==> src/rtl/rf_port_arbiter.sv <==
// rf_port_arbiter: round-robin sharing of a 16x16 register file between two
// requesters. The write port and the read port each have their own 1-bit
// priority pointer, so one write and one read can be granted in one cycle.
// Grants are combinational. Read data is registered into a one-cycle pulse
// on the requester's response channel.
module rf_port_arbiter #(
  parameter int WIDTH = 16,
  parameter int AW    = 4
) (
  input  logic             clock,
  input  logic             reset,
  input  logic             req0_valid,
  input  logic             req0_we,
  input  logic [AW-1:0]    req0_addr,
  input  logic [WIDTH-1:0] req0_wdata,
  input  logic             req1_valid,
  input  logic             req1_we,
  input  logic [AW-1:0]    req1_addr,
  input  logic [WIDTH-1:0] req1_wdata,
  output logic             req0_ready,
  output logic             req1_ready,
  output logic             rsp0_valid,
  output logic [WIDTH-1:0] rsp0_data,
  output logic             rsp1_valid,
  output logic [WIDTH-1:0] rsp1_data,
  output logic             rf_en,
  output logic [AW-1:0]    rf_addr_w,
  output logic [WIDTH-1:0] rf_wdata,
  output logic [AW-1:0]    rf_addr_r,
  input  logic [WIDTH-1:0] rf_rdata
);

  logic             wr_req0, wr_req1, rd_req0, rd_req1;
  logic             wr_gnt0, wr_gnt1, rd_gnt0, rd_gnt1;
  logic             wr_pri_d, wr_pri_q;
  logic             rd_pri_d, rd_pri_q;
  logic             rsp0_valid_d, rsp0_valid_q;
  logic             rsp1_valid_d, rsp1_valid_q;
  logic [WIDTH-1:0] rsp0_data_d, rsp0_data_q;
  logic [WIDTH-1:0] rsp1_data_d, rsp1_data_q;

  // Split each requester's single request into write and read contenders.
  always_comb begin
    wr_req0 = req0_valid & req0_we;
    wr_req1 = req1_valid & req1_we;
    rd_req0 = req0_valid & ~req0_we;
    rd_req1 = req1_valid & ~req1_we;
  end

  // Write-port arbitration: a lone contender wins, otherwise the pointer decides.
  always_comb begin
    wr_gnt0 = 1'b0;
    wr_gnt1 = 1'b0;
    if (reset) begin
      wr_gnt0 = 1'b0;
      wr_gnt1 = 1'b0;
    end else if (wr_req0 && wr_req1) begin
      if (wr_pri_q) begin
        wr_gnt1 = 1'b1;
      end else begin
        wr_gnt0 = 1'b1;
      end
    end else begin
      wr_gnt0 = wr_req0;
      wr_gnt1 = wr_req1;
    end
  end

  // Read-port arbitration, independent of the write port.
  always_comb begin
    rd_gnt0 = 1'b0;
    rd_gnt1 = 1'b0;
    if (reset) begin
      rd_gnt0 = 1'b0;
      rd_gnt1 = 1'b0;
    end else if (rd_req0 && rd_req1) begin
      if (rd_pri_q) begin
        rd_gnt1 = 1'b1;
      end else begin
        rd_gnt0 = 1'b1;
      end
    end else begin
      rd_gnt0 = rd_req0;
      rd_gnt1 = rd_req1;
    end
  end

  // Ready and register-file pin muxing; idle pins are driven to zero.
  always_comb begin
    req0_ready = wr_gnt0 | rd_gnt0;
    req1_ready = wr_gnt1 | rd_gnt1;
    rf_en      = wr_gnt0 | wr_gnt1;
    rf_addr_w  = {AW{1'b0}};
    rf_wdata   = {WIDTH{1'b0}};
    rf_addr_r  = {AW{1'b0}};
    if (wr_gnt0) begin
      rf_addr_w = req0_addr;
      rf_wdata  = req0_wdata;
    end else if (wr_gnt1) begin
      rf_addr_w = req1_addr;
      rf_wdata  = req1_wdata;
    end else begin
      rf_addr_w = {AW{1'b0}};
      rf_wdata  = {WIDTH{1'b0}};
    end
    if (rd_gnt0) begin
      rf_addr_r = req0_addr;
    end else if (rd_gnt1) begin
      rf_addr_r = req1_addr;
    end else begin
      rf_addr_r = {AW{1'b0}};
    end
  end

  // Next-state: pointers flip away from the winner only on a grant; read
  // data is captured for the granted requester and otherwise held.
  always_comb begin
    wr_pri_d = wr_pri_q;
    rd_pri_d = rd_pri_q;
    if (wr_gnt0) begin
      wr_pri_d = 1'b1;
    end else if (wr_gnt1) begin
      wr_pri_d = 1'b0;
    end else begin
      wr_pri_d = wr_pri_q;
    end
    if (rd_gnt0) begin
      rd_pri_d = 1'b1;
    end else if (rd_gnt1) begin
      rd_pri_d = 1'b0;
    end else begin
      rd_pri_d = rd_pri_q;
    end
    rsp0_valid_d = rd_gnt0;
    rsp1_valid_d = rd_gnt1;
    if (rd_gnt0) begin
      rsp0_data_d = rf_rdata;
    end else begin
      rsp0_data_d = rsp0_data_q;
    end
    if (rd_gnt1) begin
      rsp1_data_d = rf_rdata;
    end else begin
      rsp1_data_d = rsp1_data_q;
    end
  end

  // State registers with synchronous reset.
  always_ff @(posedge clock) begin
    if (reset) begin
      wr_pri_q     <= 1'b0;
      rd_pri_q     <= 1'b0;
      rsp0_valid_q <= 1'b0;
      rsp1_valid_q <= 1'b0;
      rsp0_data_q  <= {WIDTH{1'b0}};
      rsp1_data_q  <= {WIDTH{1'b0}};
    end else begin
      wr_pri_q     <= wr_pri_d;
      rd_pri_q     <= rd_pri_d;
      rsp0_valid_q <= rsp0_valid_d;
      rsp1_valid_q <= rsp1_valid_d;
      rsp0_data_q  <= rsp0_data_d;
      rsp1_data_q  <= rsp1_data_d;
    end
  end

  // Response outputs; a pulse that lands in a reset cycle is suppressed so a
  // read granted just before reset never returns.
  always_comb begin
    rsp0_valid = rsp0_valid_q & ~reset;
    rsp1_valid = rsp1_valid_q & ~reset;
    rsp0_data  = rsp0_data_q;
    rsp1_data  = rsp1_data_q;
  end

endmodule

==> config.mk <==
export PLATFORM = sky130hd
export DESIGN_NAME = rf_port_arbiter
export DESIGN_NICKNAME = d
export VERILOG_FILES = /design/src/rtl/rf_port_arbiter.sv
export SDC_FILE = /design/constraint.sdc
export NUM_CORES = 1
export LEC_CHECK = 0
export CAP_MARGIN = 20
export CORE_UTILIZATION = 36
export CTS_BUF_LIST = sky130_fd_sc_hd__clkbuf_4 sky130_fd_sc_hd__clkbuf_8
export DETAILED_ROUTE_END_ITERATION = 12
export MAX_ROUTING_LAYER = met4
export PLACE_DENSITY = 0.83
export SLEW_MARGIN = 30
export SYNTH_ARGS = -nofsm -noshare
export SYNTH_HDL_FRONTEND = slang
export SYNTH_SLANG_ARGS = --single-unit
==> constraint.sdc <==
create_clock -name clock -period 1.91 [get_ports clock]
set_input_delay 0.191 -clock clock [delete_from_list [all_inputs] [get_ports clock]]
set_output_delay 0.191 -clock clock [all_outputs]
set_load 0.02 [all_outputs]
; ---- After elaboration in Yosys (flattened, before gate mapping)
; Index checks and enable logic that the tools add are counted.
[op_classes]
reduce_logical = 4
mux = 22
bitwise_logic = 12
[ops]
columns = cell, n
row1 = 2-to-1 mux 16 bit, 2
row2 = 2-to-1 mux 1 bit, 16
row3 = 2-to-1 mux 4 bit, 4
row4 = bitwise AND 1 bit, 6
row5 = nonzero test 2 bit, 2
row6 = NOT 1 bit, 3
row7 = bitwise OR 1 bit, 3
row8 = logical AND 1 bit, 2
[word_totals]
ff_bits = 36
out_inout_bits = 61
in_bits = 62
word_cells = 44

; ---- Longest topological paths before layout
[logic_depth]
word_depth = 7
ltp_mapped = 5

; ---- Least setup slack after synthesis
; OpenSTA, ideal clock, no wires.
[synth_timing]
kind = register -> output
from = register rd_pri_q
to = output req0_ready
path_slack_ns = 0.349
t_arrival_ns = 1.370
path_buffers = 2
path_stages_with_launch = 6
path_cell_list = dfxtp_1 > and3b_1 > or3_1 > buf_6 > buf_12 > or2b_1
[synth_via]
elab_chain_cells = 4
[synth_rtl]
columns = element, line_no
row1 = from (decl), 36  ; logic rd_pri_d, rd_pri_q;
row2 = from (signal assigned), 159  ; rd_pri_q <= rd_pri_d;
row3 = 2-to-1 mux 1 bit, 77  ; if (rd_pri_q) begin
row4 = 2-to-1 mux 1 bit, 76  ; end else if (rd_req0 && rd_req1) begin
row5 = 2-to-1 mux 1 bit, 73  ; if (reset) begin
row6 = bitwise OR 1 bit, 90  ; req0_ready = wr_gnt0 | rd_gnt0;
row7 = to (decl), 20  ; output logic req0_ready,
; Every way passes these cells.

; ---- Worst setup path after layout
[layout_timing]
from = input reset
to = output rf_wdata[7]
[layout_via]
elab_chain_cells = 3
[layout_rtl]
columns = element, line_no
row1 = from (decl), 11  ; input logic reset,
row2 = 2-to-1 mux 1 bit, 54  ; if (reset) begin
row3 = 2-to-1 mux 16 bit, 99  ; end else if (wr_gnt1) begin
row4 = 2-to-1 mux 16 bit (*), 96  ; if (wr_gnt0) begin
row5 = to (decl), 28  ; output logic [WIDTH-1:0] rf_wdata,
; Every way passes the cells marked *; elsewhere a longest branch is shown, timed or not.

==> flow_metrics.py <==
metrics = {
    "run_status": {
        "outcome": "complete, but fails checks",
        "violations": "design-rule violations",
    },
    "critical_path": {
        "worst_path_most_repeated_cell": "buf_4",
        "critical_path.endpoint": "rf_wdata[7]",
        "regToRegEndpoint": "rsp0_data[12]",
        "cp-start-kind": "primary input",
        "critPathSlowestCell": "a311oi_4",
        "cp.arrival_ns": 1.64,
        "cp.required_ns": 1.72,
        "startpoint": "reset",
        "rrSetupSlack_ns": 0.29,
        "critPathMaxStageDelay_ns": 0.32,
        "r2r_cells": 5,
        "crit_type": "in2out",
        "cp-end-kind": "primary output",
        "path_max_fanout": 10,
        "regToRegStartpoint": "rd_pri_q",
        "path_cells": "dlygate4sd2_1, buf_4, a311oi_4, buf_4, clkbuf_16, a22o_1, clkbuf_2",
    },
    "place": {
        "place.gp.congestion": 0.723,
        "port_buffers": 122,
        "placed_cell_area_sq_um": 3090,
        "placed_cells": 334,
        "dpl.hpwl_mm": 3.82,
    },
    "clock_tree": {
        "numCtsBuffers": 5,
        "cts_max_level": 2,
        "cts_tree": "built",
        "clock_path_buffers": 2,
        "clkTransAtPathRegs_ns": 0.06,
        "cts_sinks": 36,
        "hold_buffers": 0,
        "cts-root-buf": "clkbuf_8",
        "insertion_delay_ns": 0.28,
    },
    "pwr": {
        "power.density_nw_per_um2": 588,
        "power_leakage_nw": 1.43,
        "vdd_drop_max_uv": 487,
        "power.total_mw": 1.89,
    },
    "finish": {
        "final_cell_count_no_fill": 346,
        "finalInstanceArea_sq_um": 3210,
        "area_growth_pct": 86.5,
        "antenna_cells": 0,
        "drive_above_1_share": 0.316,
        "nets": 355,
    },
    "sta": {
        "fmax_ghz": 0.547,
        "worst_pin_slew_ns": 0.294,
        "skew_ns": 0.00614,
        "hold_violations": 0,
        "post-route-period-util": 0.957,
        "max_slew_margin": 0.804,
        "rsz0062_at_grt": "false",
        "fin_setup_tns_ns": 0,
        "slew_violations": 0,
        "setup_viol": 0,
        "fin_crit_ns": 1.83,
    },
    "yosys": {
        "synth_most_common_cell": "dfxtp_1",
        "synth_seq_cells": 36,
        "yosys.cell_types.count": 22,
        "synth_top_cells_by_count": "dfxtp_1 (36), nor2b_1 (34), a22o_1 (24)",
        "synth_seq_area_share": 0.419,
        "synth_area_sq_um": 1720,
        "syn_area_per_cell_sq_um": 11.0,
        "syn-num-nets": 218,
        "synth_cells": 156,
        "ys_top_cells_by_area": "dfxtp_1 (42%), mux2_2 (15%), nor2b_1 (12%)",
        "async_flop_share": 0,
        "synth_top_area_frac": 0.419,
        "yosys_most_used_dff": "dfxtp_1",
        "synth_top_area_cell": "dfxtp_1",
        "synth-warning-count": 0,
        "synth_edf_count": 0,
    },
    "global_routing": {
        "grt_pass1_wl_mm": 7.89,
        "grt_usage": 0.205,
        "grt_pass1_vias": 1602,
        "antenna_found_initial": 0,
        "grt_max_degree": 22,
        "gr-total-overflow": 0,
    },
    "route": {
        "antenna_left": 0,
        "avgRoutedWirePerCell_um": 15.5,
        "dr_total_vias": 1675,
        "via_per_inst": 4.84,
        "drc_errors": 5,
        "dr.pass1.iters": 8,
        "drt_iter0_drc": 64,
        "drt_wl_total_mm": 5.37,
    },
    "floorplan": {
        "dieHeight_um": 71.1,
        "num_io_pins": 123,
        "die-area_sq_um": 5060,
        "fp.dieW_um": 71.1,
        "core_area_sq_um": 4470,
        "start_util": 0.384,
        "rows": 24,
    },
    "flow_run": {
        "cap_violations": 0,
    },
    "worst_hold_path": {
        "min_path_type": "in2reg",
    },
}
## flip-flops by register name (all words and copies together) (netlist names)
signal,cells
rd_pri_q,1
rsp0_data,16
rsp1_valid_q,1
wr_pri_q,1
rsp0_valid_q,1
rsp1_data,16
## through the flow
step / util / setup WS, ns / hold WS [ns]
after floorplan: - / 0.349 / 0.334
after global placement: 0.690 / -0.507 / 0.487
after detailed placement: 0.690 / -0.533 / 0.492
after CTS: 0.711 / 0.00113 / 0.334
after global routing: 0.717 / 0.0163 / 0.390
final: 0.717 / 0.0824 / 0.340
## worst min path at each step
stage	from	end	slack [ns]	cells after the start
final	reset	wr_pri_q	0.34	2
after global routing	reset	wr_pri_q	0.39	2
after CTS	reset	wr_pri_q	0.33	2
after detailed placement	wr_pri_q	wr_pri_q	0.49	2
after global placement	wr_pri_q	wr_pri_q	0.49	2
after floorplan	rf_rdata[10]	rsp0_data[10]	0.33	1
## metal layers
metal,share of wire,global-route usage,vias to the layer above
li1,-,-,828
met1,0.41,0.251,782
met2,0.53,0.338,58
met3,0.044,0.0470,7
met4,0.011,0.0556,0
met5,0,-,-
## where the power goes
part           leakage [nW]  switching (mW)  total, mW  internal (mW)
clock network        0.0493           0.260      0.549          0.289
logic                  1.09           0.220      0.527          0.307
registers             0.295          0.0182      0.811          0.793
## worst max-delay path: cells and delay by family
family | cells | cell delay [ns]
compound gates | 2 | 0.47
buf+inv | 5 | 0.98
## cell families (layout without fill, tap and decap cells)
| family | count (synthesis) | count (layout) | synth area share |
|---|---|---|---|
| flip-flops | 36 | 36 | 0.419 |
| AND/OR/NAND/NOR | 44 | 44 | 0.160 |
| AO/OA/AOI/OAI | 29 | 29 | 0.144 |
| multiplexers | 32 | 32 | 0.229 |
| buffers and inverters | 15 | 153 | 0.0473 |
## placed cells by master (no fill, tap or decap), drive strengths merged, types with 4 or more instances in the layout
cell type       n
dlymetal6s2s    5
nor2b          34
clkbuf         21
clkdlybuf4s50  90
clkdlybuf4s15   8
buf            23
a22o           24
mux2           32
inv             4
dfxtp          36
## area by class of cell
cell class              count  area [sq um]
repair buffers            141          1360
fillers                   341          1270
multi-input cells         105           956
flip-flops and latches     36           721
clock buffers               7          83.8
well taps                  52          65.1
inverters                   4          15.0
clock inverters             1          8.76
## what timing repair did
item,CTS,global route
gates resized for setup,76,21
cloned,0,2
endpoints found under the setup margin,26,27
pin swaps,1,0
buffers inserted,0,2
No activity file was read; power rests on OpenSTA's default activity.
